[src/rtl/sys_array_pe.sv]
// sys_array_pe: double-buffered-weight systolic PE with weight-stationary / output-stationary modes and chained drain.
// Define SYS_ARRAY_PE_SAT_EN to make every accumulator-width addition saturate instead of wrapping.
module sys_array_pe #(
    parameter int DATA_WIDTH  = 8,
    parameter int ACC_WIDTH   = 2*DATA_WIDTH+4,
    parameter int DRAIN_DEPTH = 4
) (
    input  logic                  clk,
    input  logic                  reset_n,
    input  logic                  mode,
    input  logic                  param_load,
    input  logic                  param_swap,
    input  logic [DATA_WIDTH-1:0] param_data,
    output logic [DATA_WIDTH-1:0] prop_param,
    input  logic                  in_valid,
    input  logic [DATA_WIDTH-1:0] input_data,
    output logic [DATA_WIDTH-1:0] prop_input,
    output logic                  prop_valid,
    input  logic                  prop_data_valid,
    input  logic [ACC_WIDTH-1:0]  prop_data,
    input  logic                  acc_drain,
    output logic                  out_valid,
    output logic [ACC_WIDTH-1:0]  out_data,
    output logic                  busy
);

    typedef enum logic [1:0] {
        ST_RUN        = 2'd0,
        ST_DRAIN_HEAD = 2'd1,
        ST_DRAIN_FWD  = 2'd2
    } state_t;

    localparam logic [7:0] DEPTH_INIT = 8'(DRAIN_DEPTH);

    state_t                        r_state;
    state_t                        w_stateNext;
    logic [DATA_WIDTH-1:0]         r_shadowW;
    logic [DATA_WIDTH-1:0]         r_activeW;
    logic [ACC_WIDTH-1:0]          r_acc;
    logic [7:0]                    r_cnt;
    logic signed [2*DATA_WIDTH-1:0] w_prodFull;
    logic signed [ACC_WIDTH-1:0]   w_prod;
    logic [ACC_WIDTH-1:0]          w_wsSum;
    logic [ACC_WIDTH-1:0]          w_accSum;
    logic [ACC_WIDTH-1:0]          w_accNext;

    // Signed overflow means both operands share a sign the sum does not.
    function automatic logic [ACC_WIDTH-1:0] addAcc(input logic [ACC_WIDTH-1:0] a,
                                                    input logic [ACC_WIDTH-1:0] b);
        logic [ACC_WIDTH-1:0] sum;
        sum = a + b;
`ifdef SYS_ARRAY_PE_SAT_EN
        if ((a[ACC_WIDTH-1] == b[ACC_WIDTH-1]) && (sum[ACC_WIDTH-1] != a[ACC_WIDTH-1])) begin
            sum = a[ACC_WIDTH-1] ? {1'b1, {(ACC_WIDTH-1){1'b0}}}
                                 : {1'b0, {(ACC_WIDTH-1){1'b1}}};
        end
`endif
        return sum;
    endfunction

    assign w_prodFull = $signed(input_data) * $signed(r_activeW);
    assign w_prod     = ACC_WIDTH'(w_prodFull);
    assign w_wsSum    = addAcc(prop_data, w_prod);
    assign w_accSum   = addAcc(r_acc, w_prod);
    assign w_accNext  = in_valid ? w_accSum : r_acc;

    assign prop_param = r_shadowW;
    assign busy       = (r_state != ST_RUN);

    always_ff @(posedge clk or negedge reset_n) begin
        if (!reset_n) begin
            r_state <= ST_RUN;
        end else begin
            r_state <= w_stateNext;
        end
    end

    // Mode and acc_drain only matter in RUN; a drain always runs to completion.
    always_comb begin
        w_stateNext = r_state;
        case (r_state)
            ST_RUN: begin
                if (mode && acc_drain) w_stateNext = ST_DRAIN_HEAD;
            end
            ST_DRAIN_HEAD: begin
                w_stateNext = (DRAIN_DEPTH == 0) ? ST_RUN : ST_DRAIN_FWD;
            end
            ST_DRAIN_FWD: begin
                if (r_cnt == 8'd1) w_stateNext = ST_RUN;
            end
            default: w_stateNext = ST_RUN;
        endcase
    end

    always_ff @(posedge clk or negedge reset_n) begin
        if (!reset_n) begin
            r_shadowW  <= '0;
            r_activeW  <= '0;
            r_acc      <= '0;
            r_cnt      <= '0;
            prop_input <= '0;
            prop_valid <= 1'b0;
            out_data   <= '0;
            out_valid  <= 1'b0;
        end else begin
            prop_input <= input_data;
            prop_valid <= in_valid;
            if (param_load) r_shadowW <= param_data;
            if (param_swap) r_activeW <= r_shadowW;
            case (r_state)
                ST_RUN: begin
                    if (!mode) begin
                        out_valid <= in_valid;
                        if (in_valid) out_data <= w_wsSum;
                    end else begin
                        out_valid <= 1'b0;
                        r_acc     <= w_accNext;
                    end
                end
                ST_DRAIN_HEAD: begin
                    out_data  <= w_accNext;
                    out_valid <= 1'b1;
                    r_acc     <= '0;
                    r_cnt     <= DEPTH_INIT;
                end
                ST_DRAIN_FWD: begin
                    out_data  <= prop_data;
                    out_valid <= prop_data_valid;
                    r_acc     <= w_accNext;
                    r_cnt     <= r_cnt - 8'd1;
                end
                default: begin
                    out_valid <= 1'b0;
                end
            endcase
        end
    end

endmodule

[config.mk]
export PLATFORM = sky130hd
export DESIGN_NAME = sys_array_pe
export DESIGN_NICKNAME = d
export VERILOG_FILES = /design/src/rtl/sys_array_pe.sv
export SDC_FILE = /design/constraint.sdc
export NUM_CORES = 1
export LEC_CHECK = 0
export ABC_AREA = 1
export CELL_PAD_IN_SITES_DETAIL_PLACEMENT = 0
export CELL_PAD_IN_SITES_GLOBAL_PLACEMENT = 1
export CORE_UTILIZATION = 40
export CTS_CLUSTER_DIAMETER = 100
export DETAILED_ROUTE_END_ITERATION = 10
export PLACE_DENSITY = 0.78
export SETUP_SLACK_MARGIN = 0.5
export SYNTH_ARGS = -nofsm -noshare
export SYNTH_HDL_FRONTEND = slang
export SYNTH_SLANG_ARGS = --single-unit
[constraint.sdc]
create_clock -name clk -period 8 [get_ports clk]
set_input_delay 1.6 -clock clk [delete_from_list [all_inputs] [get_ports clk]]
set_output_delay 1.6 -clock clk [all_outputs]
set_load 0.05 [all_outputs]
==> run_summary.xml, run 1 <==
<?xml version="1.0" encoding="UTF-8"?>
<metrics>
  <group name="run_status">
    <metric name="outcome" unit="">finished, final reports clean</metric>
  </group>
  <group name="floorplan">
    <metric name="coreArea" unit="µm²">20430</metric>
    <metric name="die_y" unit="µm">146.9</metric>
    <metric name="placementRows" unit="">52</metric>
    <metric name="initial_core_util" unit="">0.4110</metric>
    <metric name="fp.dieArea" unit="µm²">21580</metric>
    <metric name="die_x" unit="µm">146.9</metric>
    <metric name="design.portCount" unit="">83</metric>
  </group>
  <group name="worst_setup_path">
    <metric name="critical-path-slowest-cell" unit="">sky130_fd_sc_hd__clkdlybuf4s50_1</metric>
    <metric name="r2r-start" unit="">r_activeW[2]$_DFFE_PN0P_</metric>
    <metric name="cp.required" unit="ns">8.24</metric>
    <metric name="crit_path_frequent_cell" unit="">sky130_fd_sc_hd__nand2_1</metric>
    <metric name="crit_path_max_fanout" unit="">7</metric>
    <metric name="crit_path_max_incr_delay" unit="ns">0.55</metric>
    <metric name="arrival" unit="ns">7.38</metric>
    <metric name="critPathCaptureType" unit="">register</metric>
    <metric name="ff2ff_setup_slack" unit="ns">1.96</metric>
    <metric name="crit_start" unit="">input_data[1]</metric>
    <metric name="cp-start-kind" unit="">input pin</metric>
    <metric name="setup.worst_path.class" unit="">input pin to register</metric>
  </group>
  <group name="cells_and_area">
    <metric name="final_cell_mix" unit="">sky130_fd_sc_hd__nand2_1 (242), sky130_fd_sc_hd__inv_1 (225), sky130_fd_sc_hd__a21oi_1 (84)</metric>
    <metric name="utilization" unit="">0.4878</metric>
    <metric name="layout.nets" unit="">1395</metric>
    <metric name="post_route_cells_drive_above_1_share" unit="">0.08490</metric>
    <metric name="mostFrequentLayoutCell" unit="">sky130_fd_sc_hd__nand2_1</metric>
    <metric name="insertedDiodeCount" unit="">0</metric>
    <metric name="synthToLayoutAreaGrowth" unit="%">18.67</metric>
  </group>
  <group name="timing">
    <metric name="setup_ws" unit="ns">0.8635</metric>
    <metric name="grt_setup_unrepaired" unit="">true</metric>
    <metric name="fin_crit" unit="ns">7.137</metric>
    <metric name="timing.final.max_slew_violations" unit="">0</metric>
    <metric name="totalNegativeSetupSlack" unit="ns">0</metric>
    <metric name="max-slew-margin-rel" unit="">0.3372</metric>
    <metric name="max_freq" unit="MHz">140.1</metric>
    <metric name="post-route-period-util" unit="">0.8921</metric>
    <metric name="fin_clk_skew" unit="ns">0.01235</metric>
    <metric name="setup_viol" unit="">0</metric>
    <metric name="hold_viol" unit="">0</metric>
    <metric name="worst_pin_slew" unit="ns">0.9941</metric>
  </group>
  <group name="routing">
    <metric name="vias_per_cell" unit="">5.062</metric>
    <metric name="drt-wirelength-per-cell" unit="µm">16.11</metric>
    <metric name="drt_wl_total" unit="µm">24090</metric>
    <metric name="first_pass_iters" unit="">5</metric>
    <metric name="drt_drc_violations_left" unit="">0</metric>
    <metric name="detailedRoute.firstIterationViolations" unit="">405</metric>
    <metric name="detail-route-antenna-nets" unit="">0</metric>
    <metric name="via_count" unit="">7567</metric>
  </group>
  <group name="clock_tree">
    <metric name="clkTransAtPathRegs" unit="ns">0.07</metric>
    <metric name="max-clock-path-buffers" unit="">2</metric>
    <metric name="clkSinkCount" unit="">76</metric>
    <metric name="tritoncts.num_buffers" unit="">9</metric>
    <metric name="cts-root-buf" unit="">sky130_fd_sc_hd__clkbuf_16</metric>
    <metric name="htreeDepth" unit="">3</metric>
    <metric name="cts_tree" unit="">yes</metric>
    <metric name="clk_latency" unit="ns">0.36</metric>
  </group>
  <group name="worst_hold_path">
    <metric name="holdCritStartpoint" unit="">out_data[9]$_DFFE_PN0P_</metric>
    <metric name="worst_hold_path_type" unit="">register to register</metric>
  </group>
  <group name="global_routing">
    <metric name="grt_remaining_overflow" unit="">0</metric>
    <metric name="antenna_found_initial" unit="">0</metric>
    <metric name="grt_pass1_wl" unit="µm">39770</metric>
    <metric name="pin_count_of_the_biggest_net_entering_global_routing" unit="">72</metric>
    <metric name="grt_util_all_layers" unit="">0.2365</metric>
    <metric name="first_global_vias" unit="">7465</metric>
  </group>
  <group name="yosys">
    <metric name="ys.warnings.count" unit="">0</metric>
    <metric name="synthFlopType" unit="">sky130_fd_sc_hd__dfrtp_1</metric>
    <metric name="synth_fp_nets" unit="">1325</metric>
    <metric name="syn_inst" unit="">1150</metric>
    <metric name="post_synthesis_cell_area" unit="µm²">8397</metric>
    <metric name="synthesis_stage_register_bit_count" unit="">76</metric>
    <metric name="synth.distinct_cells" unit="">55</metric>
    <metric name="async_reset_ff_frac" unit="">1.000</metric>
    <metric name="seq_area_frac_synth" unit="">0.2265</metric>
    <metric name="post_synth.cell_area_avg" unit="µm²">7.302</metric>
    <metric name="post_synth_edffs" unit="">0</metric>
  </group>
  <group name="flow_run">
    <metric name="drv_cap" unit="">0</metric>
  </group>
  <group name="place">
    <metric name="gp_congestion" unit="">0.8884</metric>
    <metric name="number_of_input_and_output_port_buffers_inserted" unit="">82</metric>
    <metric name="preCtsSetupSlack" unit="ns">0.06189</metric>
    <metric name="place_hpwl" unit="µm">18890</metric>
  </group>
</metrics>
==> metrics by stage <==
step	cells	hold WS, ns	cell area (µm²)
after floorplan	1150	0.4690	8397
after global placement	1477	0.4762	9454
after detailed placement	1477	0.4761	9454
after CTS	1493	0.4959	9786
after global routing	1495	0.5383	9965
final	1495	0.4930	9965
==> flip-flops by register name (all words and copies together) (netlist names) <==
register    flops
out_data       20
r_acc          20
prop_input      8
prop_param      8
r_activeW       8
r_cnt           8
r_state         2
out_valid       1
prop_valid      1
==> area by class of cell <==
class	count	area [µm²]
well taps	270	337.8
clock buffers	10	229.0
fillers	2064	10470
flip-flops and latches	76	1902
multi-input cells	810	5625
inverters	231	867.1
clock inverters	6	95.09
repair buffers	92	908.4
==> worst max-delay path, delay by kind of cell <==
family                   cells  cell delay [ns]
buffers and inverters        7             1.07
adder cells (fa/ha/maj)      6             2.46
XOR/XNOR                     1             0.34
AND/OR/NAND/NOR             10             1.05
AO/OA/AOI/OAI                5             0.86
==> synthesized netlist by cell type (11+ instances only) <==
cell type                  instances  share of area
sky130_fd_sc_hd__nand4_1          11         0.0082
sky130_fd_sc_hd__fa_1             57           0.14
sky130_fd_sc_hd__inv_1           226           0.10
sky130_fd_sc_hd__nand2_1         248           0.11
sky130_fd_sc_hd__dfrtp_1          76           0.23
sky130_fd_sc_hd__ha_1             74           0.11
sky130_fd_sc_hd__xor2_1           11          0.011
sky130_fd_sc_hd__xnor2_1          13          0.014
sky130_fd_sc_hd__o21ai_0          67          0.040
sky130_fd_sc_hd__a21oi_1          88          0.052
sky130_fd_sc_hd__nor2_1           66          0.030
sky130_fd_sc_hd__clkbuf_1         22         0.0098
sky130_fd_sc_hd__nand3_1          61          0.036
==> cell families after synthesis <==
group                      synth area share
and+or+nand+nor                      0.2274
muxes                              0.001341
xor gates and xnor gates            0.02503
buffers and inverters                0.1222
adders and majority gates            0.2462
DFF                                  0.2265
AOI/OAI and AO/OA                    0.1514
==> path summary, 6_finish.rpt <==
check                                            end  cells past startpoint
setup / recovery            out_data[15]$_DFFE_PN0P_                     29
hold / removal               out_data[9]$_DFFE_PN0P_                      2
setup reg to reg            out_data[17]$_DFFE_PN0P_                     27
hold reg to reg              out_data[9]$_DFFE_PN0P_                      2
max in group asynchronous       r_acc[5]$_DFFE_PN0P_                      2
min in group asynchronous  prop_param[3]$_DFFE_PN0P_                      1
==> what timing repair did <==
action                                  CTS  global route
gates resized for setup                   1            36
pin swaps                                 0            11
setup buffers                             0             2
hold buffers                              0             0
endpoints found under the setup margin    3            15
==> layer usage <==
layer,global-route usage,routed length (µm),vias to the layer above
met5,0,0,-
met4,0.07292,531,0
met3,0.04161,1204,32
met2,0.3576,10340,158
met1,0.3423,12010,3584
li1,-,-,3793
Power of run 1 is not shown: default switching activity piles up to over one toggle a cycle in this logic, so the estimate is an artifact.
==> run 2: changes to the inputs <==
--- a/config.mk
+++ b/config.mk
@@ -11,6 +11,7 @@
 export CORE_UTILIZATION = 40
 export CTS_CLUSTER_DIAMETER = 100
 export DETAILED_ROUTE_END_ITERATION = 10
+export GPL_ROUTABILITY_DRIVEN = 0
 export PLACE_DENSITY = 0.78
 export SETUP_SLACK_MARGIN = 0.5
 export SYNTH_ARGS = -nofsm -noshare
==> run 2 against run 1 <==
Effect of this change:
- cell count did not move
- sequential cell count did not move
- first-iteration DRC count rose by 48%
- wire length rose by 0.81%
- global-route usage rose by 0.19 points
- critical path depth fell by 2
- clock skew fell by 0.00052 ns
- utilization fell by 0.29 points
==> run_summary.xml, run 2 (same netlist as run 1, synthesis figures left out) <==
<?xml version="1.0" encoding="UTF-8"?>
<metrics>
  <group name="cells_and_area">
    <metric name="mostFrequentLayoutCell" unit="">sky130_fd_sc_hd__nand2_1</metric>
    <metric name="final_cell_mix" unit="">sky130_fd_sc_hd__nand2_1 (246), sky130_fd_sc_hd__inv_1 (226), sky130_fd_sc_hd__a21oi_1 (87)</metric>
    <metric name="insertedDiodeCount" unit="">0</metric>
    <metric name="post_route_cells_drive_above_1_share" unit="">0.07592</metric>
    <metric name="synthToLayoutAreaGrowth" unit="%">17.96</metric>
    <metric name="layout.nets" unit="">1395</metric>
    <metric name="reg_top3" unit="">out_data x20, r_acc x20</metric>
  </group>
  <group name="worst_setup_path">
    <metric name="critPathTopFamily" unit="">adder cells</metric>
    <metric name="crit_path_frequent_cell" unit="">sky130_fd_sc_hd__nand2_1</metric>
    <metric name="critPathCaptureType" unit="">register</metric>
    <metric name="cp.required" unit="ns">8.25</metric>
    <metric name="crit_path_max_fanout" unit="">7</metric>
    <metric name="setup.worst_path.class" unit="">input pin to register</metric>
    <metric name="cp-start-kind" unit="">input pin</metric>
    <metric name="buffering_stage_count_on_the_worst_path_with_inverters_included" unit="">6</metric>
    <metric name="critical-path-slowest-cell" unit="">sky130_fd_sc_hd__clkdlybuf4s50_1</metric>
    <metric name="arrival" unit="ns">7.46</metric>
    <metric name="crit_path_max_incr_delay" unit="ns">0.55</metric>
  </group>
  <group name="floorplan">
    <metric name="fp.dieArea" unit="µm²">21580</metric>
    <metric name="initial_core_util" unit="">0.4110</metric>
    <metric name="die_y" unit="µm">146.9</metric>
    <metric name="coreArea" unit="µm²">20430</metric>
    <metric name="placementRows" unit="">52</metric>
    <metric name="design.portCount" unit="">83</metric>
    <metric name="die_x" unit="µm">146.9</metric>
  </group>
  <group name="clock_tree">
    <metric name="cts-root-buf" unit="">sky130_fd_sc_hd__clkbuf_16</metric>
    <metric name="cts_hold_repair.buffers" unit="">0</metric>
    <metric name="clkTransAtPathRegs" unit="ns">0.07</metric>
    <metric name="htreeDepth" unit="">3</metric>
    <metric name="max-clock-path-buffers" unit="">2</metric>
    <metric name="tritoncts.num_buffers" unit="">9</metric>
    <metric name="clk_latency" unit="ns">0.36</metric>
    <metric name="clkSinkCount" unit="">76</metric>
    <metric name="cts_tree" unit="">yes</metric>
  </group>
  <group name="routing">
    <metric name="detailedRoute.firstIterationViolations" unit="">599</metric>
    <metric name="drt_wl_total" unit="µm">24280</metric>
    <metric name="detail-route-antenna-nets" unit="">0</metric>
    <metric name="via_count" unit="">7655</metric>
    <metric name="drt_drc_violations_left" unit="">0</metric>
    <metric name="vias_per_cell" unit="">5.120</metric>
    <metric name="drt-wirelength-per-cell" unit="µm">16.24</metric>
    <metric name="first_pass_iters" unit="">7</metric>
  </group>
  <group name="global_routing">
    <metric name="first_global_vias" unit="">7524</metric>
    <metric name="grt_pass1_wl" unit="µm">39930</metric>
    <metric name="antenna_found_initial" unit="">0</metric>
    <metric name="pin_count_of_the_biggest_net_entering_global_routing" unit="">59</metric>
    <metric name="grt_util_all_layers" unit="">0.2385</metric>
    <metric name="grt_remaining_overflow" unit="">0</metric>
  </group>
  <group name="timing">
    <metric name="timing.final.max_slew_violations" unit="">0</metric>
    <metric name="fin_clk_skew" unit="ns">0.01183</metric>
    <metric name="totalNegativeSetupSlack" unit="ns">0</metric>
    <metric name="fin_crit" unit="ns">7.208</metric>
    <metric name="hold_viol" unit="">0</metric>
    <metric name="max_freq" unit="MHz">138.7</metric>
    <metric name="setup_viol" unit="">0</metric>
    <metric name="max-slew-margin-rel" unit="">0.4425</metric>
    <metric name="worst_pin_slew" unit="ns">0.8353</metric>
    <metric name="post-route-period-util" unit="">0.9010</metric>
    <metric name="grt_setup_unrepaired" unit="">true</metric>
  </group>
  <group name="worst_hold_path">
    <metric name="worst_hold_path_type" unit="">register to register</metric>
  </group>
  <group name="place">
    <metric name="place_hpwl" unit="µm">19210</metric>
    <metric name="number_of_input_and_output_port_buffers_inserted" unit="">82</metric>
  </group>
  <group name="flow_run">
    <metric name="drv_cap" unit="">0</metric>
  </group>
  <group name="run_status">
    <metric name="outcome" unit="">finished, final reports clean</metric>
  </group>
</metrics>
## run 2: cell type report
class	count	area (µm²)
clock inverters	6	63.81
well taps	270	337.8
flip-flops and latches	76	1902
clock buffers	10	239.0
repair buffers	92	905.9
inverters	231	867.1
multi-input cells	810	5589
fillers	2084	10530
## run 2: layer usage
metal,share of wire,vias up,track usage
li1,-,3793,-
met1,0.49,3635,0.3496
met2,0.44,211,0.3585
met3,0.063,16,0.04255
met4,0.014,0,0.06510
met5,0,-,0
## run 2: worst paths after layout
check                      cells after the start                      from                         to  slack [ns]
setup / recovery                              27             input_data[1]   out_data[18]$_DFFE_PN0P_        0.79
hold / removal                                 2   out_data[9]$_DFFE_PN0P_    out_data[9]$_DFFE_PN0P_        0.49
setup reg to reg                              27  r_activeW[3]$_DFFE_PN0P_   out_data[17]$_DFFE_PN0P_        1.96
hold reg to reg                                2   out_data[9]$_DFFE_PN0P_    out_data[9]$_DFFE_PN0P_        0.49
max in group asynchronous                      2                   reset_n       r_acc[9]$_DFFE_PN0P_        5.76
min in group asynchronous                      1                   reset_n  prop_param[7]$_DFFE_PN0P_        1.12
## run 2: worst reg2reg max path, stage by stage, from the launching register on
cell	delay, ns
sky130_fd_sc_hd__dfrtp_1	0.61
sky130_fd_sc_hd__nand2_1	0.18
sky130_fd_sc_hd__fa_2	0.62
sky130_fd_sc_hd__inv_1	0.10
sky130_fd_sc_hd__fa_1	0.51
sky130_fd_sc_hd__inv_1	0.05
sky130_fd_sc_hd__fa_1	0.49
sky130_fd_sc_hd__inv_1	0.06
sky130_fd_sc_hd__fa_1	0.46
sky130_fd_sc_hd__ha_1	0.37
sky130_fd_sc_hd__nand2_1	0.10
sky130_fd_sc_hd__nor2_2	0.13
sky130_fd_sc_hd__nand2_1	0.08
sky130_fd_sc_hd__a21oi_2	0.16
sky130_fd_sc_hd__nor2_2	0.09
sky130_fd_sc_hd__nand3_4	0.12
sky130_fd_sc_hd__nand2_8	0.12
sky130_fd_sc_hd__ha_1	0.41
sky130_fd_sc_hd__nand2_1	0.10
sky130_fd_sc_hd__nor2_1	0.16
sky130_fd_sc_hd__and3_1	0.20
sky130_fd_sc_hd__nand4_1	0.12
sky130_fd_sc_hd__nand4_1	0.11
sky130_fd_sc_hd__nand3_1	0.11
sky130_fd_sc_hd__o211ai_1	0.22
sky130_fd_sc_hd__nand3_1	0.11
sky130_fd_sc_hd__o21ai_0	0.09
sky130_fd_sc_hd__inv_1	0.06
## run 2: what timing repair did
item / CTS / global route
buffers inserted: 0 / 2
gates resized for setup: 0 / 24
setup endpoints to repair: 0 / 10
## run 2: through the flow
step	worst slack [ns]	hold slack, ns	util	std cells	area (µm²)
after global placement	0.2798	0.4769	0.4628	1477	9454
after CTS	0.6380	0.4949	0.4776	1493	9757
after detailed placement	0.2539	0.4747	0.4628	1477	9454
after global routing	0.4975	0.5326	0.4848	1495	9905
final	0.7921	0.4944	0.4848	1495	9905
after floorplan	1.167	0.4690	-	1150	8397
Power of run 2 is left out for the same reason.
==> run 3: changes to the inputs <==
==> constraint.sdc (replaced) <==
create_clock -name clk -period 8.3 [get_ports clk]
set_input_delay 1.66 -clock clk [delete_from_list [all_inputs] [get_ports clk]]
set_output_delay 1.66 -clock clk [all_outputs]
set_load 0.05 [all_outputs]
==> run 3 against run 2 <==
Effect of this change:
- sequential share of layout area rose by 0.22 points
- via count fell by 0.93%
- design area decreased by 1.1%
- count of clock-buffer cells in the layout fell by 1
- die area unchanged
- utilization fell by 0.54 points
- non-clock buffer count down 6
- sequential cell count stayed put
- clock skew decreased by 0.0046 ns
- first-iteration DRC count fell by 3.5%
- cell count is 0.47% lower
- hold slack got worse by 0.0041 ns
- critical path type unchanged
- highest routed layer unchanged
==> run_summary.xml, run 3 (same netlist as run 1, synthesis figures left out) <==
<?xml version="1.0" encoding="UTF-8"?>
<metrics>
  <group name="worst_setup_path">
    <metric name="crit_path_max_incr_delay" unit="ns">0.68</metric>
    <metric name="crit_path_frequent_cell" unit="">sky130_fd_sc_hd__nand2_1</metric>
    <metric name="ff2ff_setup_slack" unit="ns">2.04</metric>
    <metric name="r2r-start" unit="">r_activeW[2]$_DFFE_PN0P_</metric>
    <metric name="arrival" unit="ns">7.65</metric>
    <metric name="crit_start" unit="">input_data[2]</metric>
    <metric name="cp-start-kind" unit="">input pin</metric>
    <metric name="crit_path_max_fanout" unit="">9</metric>
    <metric name="cp.required" unit="ns">8.55</metric>
    <metric name="setup.worst_path.class" unit="">input pin to register</metric>
    <metric name="critical-path-slowest-cell" unit="">sky130_fd_sc_hd__clkdlybuf4s50_1</metric>
    <metric name="critPathCaptureType" unit="">register</metric>
  </group>
  <group name="timing">
    <metric name="timing.final.max_slew_violations" unit="">0</metric>
    <metric name="hold_viol" unit="">0</metric>
    <metric name="max_freq" unit="MHz">135.1</metric>
    <metric name="max-slew-margin-rel" unit="">0.4503</metric>
    <metric name="grt_setup_unrepaired" unit="">true</metric>
    <metric name="totalNegativeSetupSlack" unit="ns">0</metric>
    <metric name="fin_clk_skew" unit="ns">0.007260</metric>
    <metric name="worst_pin_slew" unit="ns">0.8237</metric>
    <metric name="post-route-period-util" unit="">0.8918</metric>
    <metric name="setup_viol" unit="">0</metric>
    <metric name="fin_crit" unit="ns">7.402</metric>
  </group>
  <group name="global_routing">
    <metric name="grt_util_all_layers" unit="">0.2346</metric>
    <metric name="pin_count_of_the_biggest_net_entering_global_routing" unit="">57</metric>
    <metric name="global_route.peak_usage_layer" unit="">met2</metric>
    <metric name="met1_usage" unit="">0.3436</metric>
    <metric name="grtUsageMet3" unit="">0.04534</metric>
    <metric name="groute.layer.met2.usage" unit="">0.3526</metric>
    <metric name="grt_remaining_overflow" unit="">0</metric>
    <metric name="first_global_vias" unit="">7459</metric>
    <metric name="grt_pass1_wl" unit="µm">39280</metric>
    <metric name="antenna_found_initial" unit="">0</metric>
  </group>
  <group name="flow_run">
    <metric name="drv_cap" unit="">0</metric>
  </group>
  <group name="clock_tree">
    <metric name="htreeDepth" unit="">3</metric>
    <metric name="clkTransAtPathRegs" unit="ns">0.07</metric>
    <metric name="cts_tree" unit="">yes</metric>
    <metric name="clkSinkCount" unit="">76</metric>
    <metric name="cts-root-buf" unit="">sky130_fd_sc_hd__clkbuf_16</metric>
    <metric name="clk_latency" unit="ns">0.36</metric>
    <metric name="cts_hold_repair.buffers" unit="">0</metric>
    <metric name="tritoncts.num_buffers" unit="">9</metric>
    <metric name="max-clock-path-buffers" unit="">2</metric>
  </group>
  <group name="floorplan">
    <metric name="design.portCount" unit="">83</metric>
    <metric name="placementRows" unit="">52</metric>
    <metric name="die_x" unit="µm">146.9</metric>
    <metric name="die_y" unit="µm">146.9</metric>
    <metric name="fp.dieArea" unit="µm²">21580</metric>
    <metric name="initial_core_util" unit="">0.4110</metric>
    <metric name="coreArea" unit="µm²">20430</metric>
  </group>
  <group name="routing">
    <metric name="drt-wirelength-per-cell" unit="µm">15.98</metric>
    <metric name="detail-route-antenna-nets" unit="">0</metric>
    <metric name="vias_per_cell" unit="">5.097</metric>
    <metric name="first_pass_iters" unit="">5</metric>
    <metric name="detailedRoute.firstIterationViolations" unit="">578</metric>
    <metric name="drt_wl_total" unit="µm">23780</metric>
    <metric name="drt_drc_violations_left" unit="">0</metric>
    <metric name="via_count" unit="">7584</metric>
  </group>
  <group name="place">
    <metric name="number_of_input_and_output_port_buffers_inserted" unit="">82</metric>
    <metric name="place_hpwl" unit="µm">18920</metric>
  </group>
  <group name="worst_hold_path">
    <metric name="holdCritStartpoint" unit="">out_data[9]$_DFFE_PN0P_</metric>
    <metric name="worst_hold_path_type" unit="">register to register</metric>
  </group>
  <group name="run_status">
    <metric name="outcome" unit="">finished, final reports clean</metric>
  </group>
  <group name="cells_and_area">
    <metric name="post_route_cells_drive_above_1_share" unit="">0.06568</metric>
    <metric name="insertedDiodeCount" unit="">0</metric>
    <metric name="final_cell_mix" unit="">sky130_fd_sc_hd__nand2_1 (248), sky130_fd_sc_hd__inv_1 (226), sky130_fd_sc_hd__a21oi_1 (88)</metric>
    <metric name="reg_top3" unit="">out_data x20, r_acc x20</metric>
    <metric name="layout.nets" unit="">1389</metric>
    <metric name="mostFrequentLayoutCell" unit="">sky130_fd_sc_hd__nand2_1</metric>
    <metric name="synthToLayoutAreaGrowth" unit="%">16.64</metric>
  </group>
</metrics>
==> run 3: cell types whose count changed in the layout (fill, tap and decap cells not counted), moves of 2 or more <==
cell / delta
sky130_fd_sc_hd__ha_1: +2
sky130_fd_sc_hd__buf_4: -6
sky130_fd_sc_hd__ha_4: -3
sky130_fd_sc_hd__nand2_1: +2
==> run 3: stage by stage <==
step | hold slack, ns | setup slack (ns) | cell area, µm² | cells | util
after floorplan | 0.4690 | 1.407 | 8397 | 1150 | -
after global placement | 0.4784 | 0.3707 | 9417 | 1472 | 0.4609
after detailed placement | 0.4794 | 0.2915 | 9417 | 1472 | 0.4609
after CTS | 0.4972 | 0.6712 | 9731 | 1487 | 0.4763
after global routing | 0.5211 | 0.4486 | 9794 | 1488 | 0.4794
final | 0.4903 | 0.8980 | 9794 | 1488 | 0.4794
==> run 3: timing repair <==
item,CTS,global route
resized for setup,0,12
setup buffers,0,1
endpoints found under the setup margin,0,9
==> run 3: critical path: cells and delay by family <==
family | cells | cell delay (ns)
compound gates | 6 | 0.79
buf+inv | 6 | 1.06
fa+ha+maj | 6 | 2.66
simple gates | 11 | 1.32
xor+xnor | 1 | 0.16
==> run 3: area by class of cell <==
| class | count | area, µm² |
|---|---|---|
| inverter | 231 | 867.1 |
| multi-input combinational | 810 | 5513 |
| clock buffer | 9 | 225.2 |
| tap | 270 | 337.8 |
| clock inverter | 6 | 88.84 |
| sequential | 76 | 1902 |
| fill | 2111 | 10640 |
| timing repair buffer | 86 | 860.8 |
==> run 3: worst paths after layout <==
check                                       endpoint  depth (start not counted)
min reg2reg                  out_data[9]$_DFFE_PN0P_                          2
max in group asynchronous       r_acc[7]$_DFFE_PN0P_                          2
min in group asynchronous  prop_param[7]$_DFFE_PN0P_                          1
max                         out_data[18]$_DFFE_PN0P_                         30
min                          out_data[9]$_DFFE_PN0P_                          2
max reg2reg                 out_data[17]$_DFFE_PN0P_                         27
==> run 3: per-layer routing <==
layer	up-vias	wire, µm
met5	-	0
met4	0	359
met3	19	1622
met2	214	10270
met1	3562	11520
li1	3789	-
Power of run 3 is left out for the same reason.
==> RTL edit 1, RTL diff (config.mk and constraints of run 2) <==
Add an input register stage for `input_data`, cleared by the reset; this delays it by one clock. The other inputs are not delayed to match.
--- a/src/rtl/sys_array_pe.sv
+++ b/src/rtl/sys_array_pe.sv
@@ -33,4 +33,14 @@
     localparam logic [7:0] DEPTH_INIT = 8'(DRAIN_DEPTH);
 
+    logic [DATA_WIDTH-1:0] input_data_q;
+
+    always_ff @(posedge clk or negedge reset_n) begin
+        if (!reset_n) begin
+            input_data_q <= '0;
+        end else begin
+            input_data_q <= input_data;
+        end
+    end
+
     state_t                        r_state;
     state_t                        w_stateNext;
@@ -59,5 +69,5 @@
     endfunction
 
-    assign w_prodFull = $signed(input_data) * $signed(r_activeW);
+    assign w_prodFull = $signed(input_data_q) * $signed(r_activeW);
     assign w_prod     = ACC_WIDTH'(w_prodFull);
     assign w_wsSum    = addAcc(prop_data, w_prod);
@@ -104,5 +114,5 @@
             out_valid  <= 1'b0;
         end else begin
-            prop_input <= input_data;
+            prop_input <= input_data_q;
             prop_valid <= in_valid;
             if (param_load) r_shadowW <= param_data;
Behaviour: not the same (Yosys sat finds a counterexample within 4 cycles, from zero or initial values and one cycle with reset_n low).
==> RTL edit 1 against run 2 <==
  * Routed wire length shrank 2.3%
  * Setup slack gained 0.87 ns
  * Synthesized area grew 0.92%
  * Sequential share of layout area grew 2.3 points
  * Cell area shrank 1.3%
  * Via count shrank 2.3%
  * Sequential cell count grew 8
Power is left out: the tool's default activity adds up to more than one toggle a clock period on the data nets, which glitch-free logic cannot reach.
==> RTL edit 1: results (changes against run 2) <==
- # nets final: 1376 (-1.4%)
- Main synth FF type: dfrtp_1
- Vias in the first global route: 7419 (-1.4%)
- Critical Path AT: 6.60 ns (-0.86 ns)
- Synth Net Count: 1314 (-0.83%)
- R2R Path End: out_data[18]
- DPL Wire Length: 18400 microns (-4.2%)
- First-pass GRT wire length: 39000 microns (-2.2%)
- Hold_sp: out_data[18]
- Fillers: 2075 (-0.43%)
- Reg clk slew, reported paths: 0.08 ns
- Vias/cell: 5.07 (-0.93%)
- Crit-path max FO: 9 (+2)
- Setup Fix Bufs, Post-CTS: 0 (unchanged)
- Post-cts resize count: 0 (unchanged)
- Area contributors post-synth: dfrtp_1, fa_1, nand2_1, ha_1, inv_1
- DRT Pass-1 Iters: 4 (-3)
- Cells on worst reg2reg path: 29 (+7.4%)
- Total routed wirelength: 23700 microns (-2.3%)
- Port Buffer Count: 82 (unchanged)
- Metal3 WL: 923 microns (-40%)
- Initial antenna violation count: 0 (unchanged)
- Clock buffer depth: 2 (unchanged)
- Clk_lat worst skew: 0.37 ns
- Worst r2r src: r_activeW[7]
- Clock Skew: 0.0112 ns (-0.000637 ns)
- Post-synth top cells: nand2_1, inv_1, a21oi_1
- Fin Setup TNS: 0 ns (unchanged)
- CP max stage cell: fa_1
- DR WL met2: 10700 microns (+0.27%)
- Slew @ Worst Pin: 0.979 ns (+0.144 ns)
- Worst R2R Setup Slack: 1.66 ns (-0.30 ns)
- Hold path endpoint: out_data[18]
- Biggest regs: out_data x20, r_acc x20
- Cell variety after synth: 52 (-5.5%)
- Ant. Diodes: 0 (unchanged)
- Largest net degree at the start of global routing: 44 (-25%)
- Global route overflow: 0 (unchanged)
- Layout cells sized above 1: 5.23% (-2.4 points)
- Htree depth: 3 (unchanged)
- Number of DRC violations after detailed-routing iteration 0: 535 (-11%)
- Routed Antenna Nets: 0 (unchanged)
- Warnings from Yosys: 0 (unchanged)
- Wl on met1: 11800 microns (+0.24%)
- Post-synthesis sequential area ratio: 24.8% (+2.2 points)
- Status: completed
- GRT Resource Usage Total: 23.3% (-0.55 points)
- DR top layer: met4
==> RTL edit 1: logic make-up (layout without fill, tap and decap cells) <==
family / Yosys count / count (layout) / share of synthesized area, %
multiplexers: 1 / 1 / 0.133
adder cells (fa/ha/maj): 131 / 131 / 24.4
flip-flops: 84 / 84 / 24.8
AND/OR/NAND/NOR: 427 / 427 / 22.0
buffers and inverters: 259 / 325 / 11.8
XOR/XNOR: 22 / 22 / 2.27
AO/OA/AOI/OAI: 215 / 215 / 14.6
==> RTL edit 1: worst max-delay path by stage <==
stage | to | cells past startpoint | start | slack, ns
after global placement | out_data[18] | 29 | r_activeW[7] | 1.77
final | out_data[18] | 29 | r_activeW[7] | 1.66
after global routing | out_data[18] | 29 | r_activeW[7] | 1.19
after detailed placement | out_data[18] | 29 | r_activeW[7] | 1.75
after floorplan | out_data[19] | 33 | input_data_q[0] | 2.37
after CTS | out_data[18] | 29 | r_activeW[7] | 1.72
==> RTL edit 1: final cells by class <==
type | instances | area share (%)
Tap cell | 270 | 3.45
Sequential cell | 84 | 21.5
Inverter | 225 | 8.64
Clock buffer | 9 | 2.30
Clock inverter | 6 | 0.563
Timing Repair Buffer | 85 | 8.60
Multi-Input combinational cell | 796 | 54.9
==> RTL edit 1: routing by layer <==
metal,GRT usage (%),vias to the layer above
met2,36.7,163
met5,0,-
met1,33.8,3555
met4,5.67,0
met3,2.99,19
li1,-,3745
==> RTL edit 1: critical path: cells and delay by family (launching register included) <==
kind,cells,cell delay [ns]
compound gates,4,0.52
xor+xnor,1,0.14
fa+ha+maj,6,2.84
buf+inv,5,0.34
flops,1,0.37
simple gates,13,2.01
==> RTL edit 1: per-stage QoR <==
stage | hold WS, ns | worst slack, ns | cells | instance area, sq um
CTS | 0.498 | 1.72 | 1475 | 9780
finish | 0.494 | 1.66 | 1475 | 9780
global route | 0.511 | 1.19 | 1475 | 9780
floorplan | 0.352 | 2.37 | 1139 | 8470
global placement | 0.473 | 1.77 | 1460 | 9500
detailed placement | 0.478 | 1.75 | 1460 | 9500
==> RTL edit 2, RTL diff (flow settings as in run 2) <==
Without the edit above. Build with the macro `SYS_ARRAY_PE_SAT_EN` defined.
--- a/src/rtl/sys_array_pe.sv
+++ b/src/rtl/sys_array_pe.sv
@@ -1,4 +1,6 @@
 // sys_array_pe: double-buffered-weight systolic PE with weight-stationary / output-stationary modes and chained drain.
 // Define SYS_ARRAY_PE_SAT_EN to make every accumulator-width addition saturate instead of wrapping.
+`define SYS_ARRAY_PE_SAT_EN
+
 module sys_array_pe #(
     parameter int DATA_WIDTH  = 8,
Formal check against the unedited RTL: not equivalent (Yosys sat finds a counterexample within 4 cycles, from zero or initial values and one cycle with reset_n low).
==> RTL edit 2 against run 2 <==
  * Synthesized area is 6.1% higher
  * Routed wire length is 1.1% lower
  * Critical endpoint is now out_data[12]
  * Hold slack better by 0.022 ns
  * Cell area is 7.0% higher
  * Sequential cell count stayed put
  * Global-route usage is 1.7 points lower
  * Register-to-register slack worse by 0.02 ns
  * Critical path depth is 3 higher
  * Clock skew is 0.0028 ns higher
  * Setup slack better by 0.058 ns
  * Maximum frequency is 0.81% higher
Power is left out: the tool's default activity adds up to more than one toggle a clock period on the data nets, which glitch-free logic cannot reach.
==> RTL edit 2: results (changes against run 2) <==
- Biggest regs: out_data x20, r_acc x20
- Layout cells sized above 1: 12.6% (+5.0 points)
- Critical Path AT: 7.38 ns (-0.08 ns)
- Fin cells: 1604 (+7.3%)
- Reg clk slew, reported paths: 0.07 ns (about the same)
- CP max stage cell: fa_1
- Post-synthesis sequential area ratio: 21.3% (-1.3 points)
- Clock buffer depth: 2 (unchanged)
- CP max stage delay: approximately 0.54 ns
- Worst R2R Setup Slack: 1.94 ns (-0.02 ns)
- Area contributors post-synth: dfrtp_1, nand2_1, fa_1, ha_1, inv_1
- Hold_sp: out_data[8]
- Total routed wirelength: 24000 microns (-1.1%)
- Synth Net Count: 1420 (+7.2%)
- Worst r2r src: r_activeW[7]
- First-pass GRT wire length: 39400 microns (-1.5%)
- Largest net degree at the start of global routing: 77 (+31%)
- Cell variety after synth: 47 (-15%)
- Post-synth top cells: nand2_1, inv_1, a21oi_1, nor2_1, dfrtp_1
- Initial antenna violation count: 0 (unchanged)
- Crit-path max FO: 7 (unchanged)
- Status: completed
- Warnings from Yosys: 0 (unchanged)
- Total CTS buffers: 9 (unchanged)
- # nets final: 1493 (+7.0%)
- Clock Skew: 0.0146 ns (+0.00280 ns)
- Vias in the first global route: 8036 (+6.8%)
- Clk root buf: clkbuf_16
- DPL Wire Length: 19100 microns (-0.42%)
- GRT Resource Usage Total: 22.2% (-1.7 points)
- Number of DRC violations after detailed-routing iteration 0: 300 (-50%)
- Vias/cell: 5.01 (-2.2%)
- DRT Pass-1 Iters: 5 (-2)
- Htree depth: 3 (unchanged)
- Syn Area/Cell: 7.15 sq um (-2.1%)
- Worst Setup SP: input_data[0]
- Slew @ Worst Pin: 1.02 ns (+0.181 ns)
-- RTL edit 2: changes by cell type after synthesis, moves of 16 or more --
cell and delta:
o21ai_0 -26, nor2_1 +23, nand2_2 +39, inv_1 -19, nand2_1 +85, a21oi_2 +16
-- RTL edit 2: final cells by class --
type / count / area [sq um]
inverter: 214 / 818
multi-input combinational: 919 / 6210
sequential: 76 / 1900
tap: 280 / 350
timing repair inverter: 1 / 8.76
clock buffer: 9 / 225
timing repair buffer: 98 / 967
fill: 2219 / 11200
clock inverter: 7 / 121
-- RTL edit 2: path summary, 6_finish.rpt --
path / to / cells after the start
worst min-delay path: out_data[8] / 2
max in group asynchronous: r_acc[14] / 1
worst min register to register: out_data[8] / 2
worst max-delay path: out_data[12] / 30
min in group asynchronous: r_cnt[3] / 1
worst max register to register: out_data[12] / 30
-- RTL edit 2: layer usage --
layer	GRT usage, %	part of all wire, %	up-vias
met5	0	0	-
met1	27.2	44	3801
li1	-	-	4038
met3	3.31	3.5	37
met4	7.95	2.4	0
met2	39.2	50	153
-- RTL edit 2: worst max-delay path: cells and delay by family --
kind,cells,cell delay (ns)
adders and majority gates,6,2.62
AOI/OAI and AO/OA,8,0.96
and+or+nand+nor,7,0.93
buffers and inverters,8,1.02
xor gates and xnor gates,1,0.24
-- RTL edit 2: logic make-up (layout without fill, tap and decap cells) --
| kind of cell | count (synthesis) | in the layout | synth area share (%) |
|---|---|---|---|
| compound gates | 171 | 171 | 11.1 |
| xor+xnor | 40 | 40 | 3.93 |
| fa+ha+maj | 130 | 130 | 23.1 |
| buf+inv | 251 | 329 | 11.5 |
| flops | 76 | 76 | 21.3 |
| mux | 1 | 1 | 0.126 |
| simple gates | 577 | 577 | 29.0 |
-- RTL edit 2: repair_timing --
item / in CTS / in global routing
hold buffers: 0 / 0
resized for setup: 3 / 44
setup endpoints to repair: 38 / 40
pin swaps: 0 / 10
buffers inserted: 2 / 4
cloned: 0 / 1
-- RTL edit 2: through the flow --
step                      area (sq um)  util [%]  setup WS (ns)  hold WS (ns)  setup TNS, ns
final                            10600      48.6          0.850         0.517              0
after global routing             10600      48.6          0.484         0.541              0
after CTS                        10300      47.3          0.488         0.519              0
after detailed placement          9940      45.6         -0.118         0.503         -0.236
after global placement            9940      45.6        -0.0598         0.498        -0.0598
after floorplan                   8910         -          0.864         0.477              0
